`src/rtl/audio_pkg.sv`:
```
// Shared audio link types for the codec DAC transmitter and ADC receiver.
// Frame layout, justification modes and transmitter states.
package audio_pkg;

  typedef struct packed {
    logic [15:0] left;
    logic [15:0] right;
  } stereo_frame_t;

  localparam int MODE_LJ  = 0;
  localparam int MODE_I2S = 1;

  typedef enum logic [1:0] {
    S_IDLE,
    S_LEFT,
    S_RIGHT
  } tx_state_t;

endpackage

```
`src/rtl/sample_fifo.sv`:
```
// Synchronous frame FIFO clocked on the falling bit-clock edge.
// Show-ahead read port; push/pop are ignored when full/empty.
module sample_fifo #(
  parameter int WIDTH = 32,
  parameter int DEPTH = 4
) (
  input  logic                       i_clk,
  input  logic                       i_rst,
  input  logic                       i_push,
  input  logic [WIDTH-1:0]           i_data,
  input  logic                       i_pop,
  output logic [WIDTH-1:0]           o_data,
  output logic [$clog2(DEPTH):0]     o_level,
  output logic                       o_full,
  output logic                       o_empty
);

  localparam int AW = $clog2(DEPTH);
  localparam int LW = AW + 1;

  logic [WIDTH-1:0] mem [DEPTH];
  logic [AW-1:0]    wr_ptr;
  logic [AW-1:0]    rd_ptr;
  logic             push_ok;
  logic             pop_ok;

  assign o_full  = (o_level == LW'(DEPTH));
  assign o_empty = (o_level == '0);
  assign push_ok = i_push & ~o_full;
  assign pop_ok  = i_pop & ~o_empty;
  assign o_data  = mem[rd_ptr];

  // Storage array: written on accepted pushes only.
  always_ff @(negedge i_clk) begin
    if (push_ok) mem[wr_ptr] <= i_data;
  end

  // Pointers and occupancy; simultaneous push and pop keep the level.
  always_ff @(negedge i_clk or posedge i_rst) begin
    if (i_rst) begin
      wr_ptr  <= '0;
      rd_ptr  <= '0;
      o_level <= '0;
    end else begin
      if (push_ok) wr_ptr <= wr_ptr + AW'(1);
      if (pop_ok)  rd_ptr <= rd_ptr + AW'(1);
      if (push_ok && !pop_ok)
        o_level <= o_level + LW'(1);
      else if (pop_ok && !push_ok)
        o_level <= o_level - LW'(1);
    end
  end

endmodule

```
`src/rtl/audio_dac_tx.sv`:
```
// Codec DAC serializer: buffers stereo frames and shifts them MSB-first
// onto DACDAT, framed by DACLRCK, on the falling bit-clock edge.
module audio_dac_tx
  import audio_pkg::*;
#(
  parameter int DATA_WIDTH = 16,
  parameter int FIFO_DEPTH = 4,
  parameter int MODE       = 0
) (
  input  logic                          i_clk,
  input  logic                          i_rst,
  input  logic                          i_en,
  input  logic                          i_mute,
  input  logic                          i_daclrck,
  input  logic                          i_valid,
  input  logic [DATA_WIDTH-1:0]         i_left,
  input  logic [DATA_WIDTH-1:0]         i_right,
  output logic                          o_ready,
  output logic                          o_dacdat,
  output logic                          o_underrun,
  output logic [7:0]                    o_underrun_cnt,
  output logic [$clog2(FIFO_DEPTH):0]   o_level
);

  localparam int DW = DATA_WIDTH;
  localparam int CW = $clog2(DW + 1);

  tx_state_t         state;
  tx_state_t         state_nx;
  logic              fetch;
  logic              load_right;
  logic              lrck_q;
  logic              lrck_v;
  logic              lrck_edge;
  logic              lrck_fall;
  logic              lrck_rise;
  logic              fifo_full;
  logic              fifo_empty;
  logic [2*DW-1:0]   fifo_rd;
  logic [DW-1:0]     right_q;
  logic [DW-1:0]     sreg;
  logic [DW-1:0]     slot_word;
  logic [CW-1:0]     bits;
  logic              push;
  logic              pop;
  logic              starve;

  assign lrck_edge = lrck_v & (i_daclrck ^ lrck_q);
  assign lrck_fall = lrck_edge & ~i_daclrck;
  assign lrck_rise = lrck_edge & i_daclrck;

  assign o_ready = ~fifo_full;
  assign push    = i_valid & o_ready;
  assign pop     = fetch & ~fifo_empty;
  assign starve  = fetch & fifo_empty;

  assign slot_word = fetch
                   ? (fifo_empty ? '0 : fifo_rd[2*DW-1:DW])
                   : right_q;

  sample_fifo #(
    .WIDTH (2*DW),
    .DEPTH (FIFO_DEPTH)
  ) u_fifo (
    .i_clk   (i_clk),
    .i_rst   (i_rst),
    .i_push  (push),
    .i_data  ({i_left, i_right}),
    .i_pop   (pop),
    .o_data  (fifo_rd),
    .o_level (o_level),
    .o_full  (fifo_full),
    .o_empty (fifo_empty)
  );

  // LRCK history; the first sample after reset only arms the detector.
  always_ff @(negedge i_clk or posedge i_rst) begin
    if (i_rst) begin
      lrck_q <= 1'b0;
      lrck_v <= 1'b0;
    end else begin
      lrck_q <= i_daclrck;
      lrck_v <= 1'b1;
    end
  end

  // Slot state register.
  always_ff @(negedge i_clk or posedge i_rst) begin
    if (i_rst) state <= S_IDLE;
    else       state <= state_nx;
  end

  // Slot sequencing: a frame is fetched on each falling LRCK edge.
  always_comb begin
    state_nx   = state;
    fetch      = 1'b0;
    load_right = 1'b0;
    if (!i_en) begin
      state_nx = S_IDLE;
    end else begin
      unique case (state)
        S_IDLE: begin
          if (lrck_fall) begin
            state_nx = S_LEFT;
            fetch    = 1'b1;
          end
        end
        S_LEFT: begin
          if (lrck_rise) begin
            state_nx   = S_RIGHT;
            load_right = 1'b1;
          end
        end
        S_RIGHT: begin
          if (lrck_fall) begin
            state_nx = S_LEFT;
            fetch    = 1'b1;
          end
        end
        default: state_nx = S_IDLE;
      endcase
    end
  end

  // Underrun pulse and saturating count on starved fetches.
  always_ff @(negedge i_clk or posedge i_rst) begin
    if (i_rst) begin
      o_underrun     <= 1'b0;
      o_underrun_cnt <= '0;
    end else begin
      o_underrun <= starve;
      if (starve && o_underrun_cnt != 8'hFF)
        o_underrun_cnt <= o_underrun_cnt + 8'd1;
    end
  end

  // Serializer: left-justified emits the MSB on the slot edge,
  // I2S emits a zero there and the MSB one bit clock later.
  always_ff @(negedge i_clk or posedge i_rst) begin
    if (i_rst) begin
      right_q  <= '0;
      sreg     <= '0;
      bits     <= '0;
      o_dacdat <= 1'b0;
    end else begin
      if (fetch)
        right_q <= fifo_empty ? '0 : fifo_rd[DW-1:0];
      if (!i_en) begin
        sreg     <= '0;
        bits     <= '0;
        o_dacdat <= 1'b0;
      end else if (fetch || load_right) begin
        if (MODE == MODE_LJ) begin
          o_dacdat <= slot_word[DW-1] & ~i_mute;
          sreg     <= slot_word << 1;
          bits     <= CW'(DW - 1);
        end else begin
          o_dacdat <= 1'b0;
          sreg     <= slot_word;
          bits     <= CW'(DW);
        end
      end else if (bits != '0) begin
        o_dacdat <= sreg[DW-1] & ~i_mute;
        sreg     <= sreg << 1;
        bits     <= bits - CW'(1);
      end else begin
        o_dacdat <= 1'b0;
      end
    end
  end

endmodule
```
`config.mk`:
```
export PLATFORM = sky130hd
export DESIGN_NAME = audio_dac_tx
export DESIGN_NICKNAME = d
export VERILOG_FILES = /design/src/rtl/audio_pkg.sv /design/src/rtl/sample_fifo.sv /design/src/rtl/audio_dac_tx.sv
export SDC_FILE = /design/constraint.sdc
export NUM_CORES = 1
export LEC_CHECK = 0
export ABC_AREA = 0
export BUFFER_PORTS_ARGS = -buffer_cell sky130_fd_sc_hd__buf_2
export CAP_MARGIN = 20
export CORE_MARGIN = 4
export CORE_UTILIZATION = 58
export DETAILED_ROUTE_END_ITERATION = 16
export GPL_ROUTABILITY_DRIVEN = 0
export PLACE_DENSITY_LB_ADDON = 0.2
export SETUP_SLACK_MARGIN = 0.1
export SYNTH_ARGS = -nofsm -noshare
export SYNTH_HDL_FRONTEND = slang
export SYNTH_SLANG_ARGS = --single-unit
```
`constraint.sdc`:
```
create_clock -name i_clk -period 2.91 [get_ports i_clk]
set_input_delay 0.1455 -clock i_clk [delete_from_list [all_inputs] [get_ports i_clk]]
set_output_delay 0.1455 -clock i_clk [all_outputs]
set_load 0.02 [all_outputs]
```
# After elaboration in Yosys (flattened, before gate mapping)
# Memory sizes are Yosys's and may differ from the RTL's.
# Cells that the tools add are included.
op_classes:
  mux: 26
  eq_ne: 7
  bitwise_logic: 15
  add_sub_neg: 6
  reduce_logical: 12
ops:
  columns: ["op", "count"]
  rows:
  - ["16-bit two-way mux", 6]
  - ["5-bit two-way mux", 3]
  - ["1-bit two-way mux", 11]
  - ["1-bit bitwise AND", 10]
  - ["8-bit by 1-bit adder with 8-bit output (second input constant)", 1]
  - ["8-bit != test (second input constant)", 1]
  - ["2-bit two-way mux", 3]
  - ["3-bit two-way mux", 2]
  - ["5-bit nonzero test", 1]
  - ["5-bit by 1-bit subtractor with 5-bit output (second input constant)", 1]
  - ["2-bit by 1-bit adder with 2-bit output (second input constant)", 2]
  - ["1-bit inverter", 4]
  - ["2-bit one-hot mux with 2 select lines", 1]
  - ["3-bit by 1-bit adder with 3-bit output (second input constant)", 1]
  - ["3-bit equality test (second input constant)", 1]
  - ["1-bit logical AND", 3]
  - ["3-bit zero test", 1]
  - ["3-bit by 1-bit != test with 1-bit output (second input constant)", 1]
  - ["3-bit by 2-bit != test with 1-bit output (second input constant)", 1]
  - ["3-bit != test (second input constant)", 1]
  - ["3-bit by 1-bit subtractor with 3-bit output (second input constant)", 1]
  - ["2-bit by 1-bit equality test with 1-bit output (second input constant)", 1]
  - ["2-bit equality test (second input constant)", 1]
  - ["1-bit zero test", 2]
  - ["6 further kinds", 6]
totals:
  ff_bits: 58
  ram_bits: 128
  memories: 1
  output_inout_bits: 14
memory_table:
  columns: ["memory", "depth", "word_bits", "rd", "rd_ports_with_merged_regs", "wr", "line_no", "source"]
  rows:
  - ["u_fifo.mem", 4, 32, 1, 0, 1, "sample_fifo.sv:21", "logic [WIDTH-1:0] mem [DEPTH];"]

# Longest topological paths before layout
depth:
  ltp_word: 11
  ltp_mapped: 12

# By module
# A second synthesis with hierarchy kept.
hier_totals:
  hier_cells: 452
  hier_area_um2: 7514.7
by_module_without_submodules:
  columns: ["mod", "area_each_um2", "n_inst", "cells_per_inst"]
  rows:
  - ["sample_fifo", 5102.4, 1, 206]
  - ["audio_dac_tx", 2412.3, 1, 246]

==> impl_metrics.yaml <==
sta:
  worst_clock_skew_ns: 0.0973
  setup-tns-final_ns: 0
  hold_ws_ns: 0.422
  slew_violations: 0
  relSlewSlack_pct: 47.4
  rsz0062_at_grt: "true"
  tightest_slew_ns: 0.788
  hold_viol: 0
  setup_viol: 0
logic_synthesis:
  yosys_most_used_dff: "edfxtp_1"
  synth_edf_count: 128
  synthAdderAreaFrac_pct: 1.60
  synth_async_sr_flop_share_pct: 30.8
  syn_area_sq_um: 7490
  synth_top_area_share_pct: 51.3
  ys_ff_latch: 185
  syn-num-nets: 498
  synth_top_area_cell: "edfxtp_1"
  syn_avg_cell_area_sq_um: 16.6
  synth_top_family_by_area: "multiplexers"
  ys_top_cells_by_area: "edfxtp_1, dfrtn_1, mux4_2, nand2_1, nand4_1"
  yosysSeqAreaShare_pct: 70.3
  yosys.area_share.simple_pct: 7.13
  yosys.area_share.xor_xnor_pct: 1.87
  muxShareOfSynthArea_pct: 10.1
  post-synth-top-count-cell: "edfxtp_1"
  syn_inst: 451
  synth.distinct_cells: 49
  yosys_warnings: 0
  netlist_top_cells_count: "edfxtp_1, dfrtn_1, nand2_1"
  synth_compound_area_share_pct: 6.90
die:
  dieWidth_microns: 122
  io-pin-count: 52
  initial_core_util_pct: 59.4
  fp.dieH_microns: 122
  dieArea_sq_um: 14800
  num_rows: 41
  core-area_sq_um: 12600
worst_setup_path:
  ff2ff_setup_slack_ns: 0.64
  start_kind: "primary input"
  r2r_start: "u_fifo.o_level[0]$_DFFE_NP0P_"
  required_ns: 1.70
  crit_type: "primary input to register"
  r2r_end: "u_fifo.o_level[1]$_DFFE_NP0P_"
  path_max_fanout: 5
  r2r_cells: 8
  cp.arrival_ns: 1.62
  worstSetupEndpointType: "register"
finish:
  area_growth_pct: 27.2
  num-nets-final: 726
  drive_gt1_share_pct: 28.3
  antenna_cells_inserted: 0
  fin_util_pct: 75.5
pwr:
  ir_worst_vdd_mv: 0.649
  p_per_area_nw_per_um2: 966
  cellLeakagePower_nw: 4.22
clock_tree:
  cts_tree: "built"
  clk_path_buf_depth: 2
  clock_latency_ns: 0.50
  cts_htree_levels: 4
  path_clk_slew_ns: 0.05
  clkSinkCount: 185
  cts_root_buf: "clkbuf_16"
  cts_buffers: 17
global_route:
  antenna_found_initial: 0
  grt_start_max_net_pins: 33
  use_met2_pct: 36.9
  grt-busiest-layer: "met2"
  gr-usage-all-layers_pct: 23.1
  grt_use_met1_pct: 29.7
  grt_pass1_wl_microns: 25700
  met3_usage_pct: 6.36
  grt_pass1_vias: 5122
  grt-ovfl-total: 0
place:
  port_buffers: 51
  dpl.hpwl_microns: 9140
drt:
  antenna_left: 0
  routed_wl_microns: 15700
  via_per_inst: 5.48
  via_count: 4735
  firstDrtPassIters: 5
  drtIter0Drc: 298
  drc: 0
  wire_per_inst_microns: 18.2
flow_run:
  drv_cap: 0
status:
  status: "finished, final reports clean"
hold_path:
  min-delay-start: "o_underrun_cnt[7]$_DFFE_NP0P_"
  hp-class: "register to register"
  min_path_cells: 1
  hold_end: "o_underrun_cnt[7]$_DFFE_NP0P_"
[flip-flops by register name, summed over array words and instances (netlist names), 2 cells and up]
name and count:
bits 5, o_underrun_cnt 8, right_q 16, sreg 15, state 2, u_fifo.mem 128
u_fifo.o_level 3, u_fifo.rd_ptr 2, u_fifo.wr_ptr 2
[power breakdown]
| group | internal, mW | leakage [nW] | switching, mW | total [mW] |
|---|---|---|---|---|
| Clock | 1.37 | 0.965 | 1.53 | 2.90 |
| Combinational | 1.24 | 1.34 | 1.17 | 2.41 |
| Sequential | 3.55 | 1.91 | 0.345 | 3.89 |
| Total | 6.16 | 4.22 | 3.05 | 9.21 |
[worst max-delay path by stage]
stage	from	end	slack [ns]
2_1_floorplan	i_en	u_fifo.o_level[1]$_DFFE_NP0P_	-0.40
3_3_place_gp	i_daclrck	o_underrun_cnt[1]$_DFFE_NP0P_	-0.31
3_5_place_dp	i_daclrck	o_underrun_cnt[6]$_DFFE_NP0P_	-0.37
4_1_cts	i_daclrck	u_fifo.o_level[1]$_DFFE_NP0P_	0.06
5_1_grt	i_daclrck	u_fifo.o_level[1]$_DFFE_NP0P_	0.02
6_report	i_daclrck	u_fifo.o_level[1]$_DFFE_NP0P_	0.08
[cell type report]
type | count | area [sq um]
multi-input cells | 230 | 2170
fillers | 779 | 3090
inverters | 9 | 40.0
well taps | 172 | 215
repair buffers | 108 | 793
clock inverters | 142 | 614
clock buffers | 18 | 429
flip-flops and latches | 185 | 5270
[worst max-delay path, stage by stage]
cell	delay, ns
buf_8	0.11
nor3b_4	0.19
and3_4	0.23
inv_4	0.04
ha_4	0.15
inv_2	0.05
fa_2	0.42
mux2_4	0.27
[cells in the final DEF, fill, tap and decap left out, types with 8 or more instances in the layout]
master and n:
a21oi_1 10, inv_1 135, o21ai_0 13, mux4_2 32, nand2_1 38, dfrtn_1 57, buf_2 50, nand4_1 17
edfxtp_1 128, buf_12 8, buf_4 49, clkbuf_16 17, xor2_1 10
[what timing repair did]
action                                  CTS  global route
endpoints found under the hold margin     0             0
hold buffers                              0             0
endpoints found under the setup margin    6             5
pin swaps                                 3             3
gates resized for setup                   4             2
buffers inserted                          8             2
[through the flow]
| step | power [mW] | cell area, sq um | instances | worst slack [ns] |
|---|---|---|---|---|
| final | 9.21 | 9530 | 864 | 0.0813 |
| after CTS | 9.28 | 9510 | 862 | 0.0632 |
| after global routing | 9.83 | 9530 | 864 | 0.0192 |
| after floorplan | 5.62 | 7620 | 451 | -0.401 |
| after detailed placement | 6.53 | 8400 | 695 | -0.367 |
| after global placement | 6.44 | 8400 | 695 | -0.311 |
[layer usage]
layer | wire, microns | vias to the layer above
met5 | 0 | -
met4 | 384 | 0
met3 | 719 | 31
met2 | 8050 | 143
met1 | 6550 | 2352
li1 | - | 2209
[cell families after synthesis]
logic type / Yosys count
buf+inv: 36
mux: 35
simple gates: 95
compound gates: 74
flops: 185
xor+xnor: 16
other cells: 1
fa+ha+maj: 9
No activity file was read; power rests on OpenSTA's default activity.
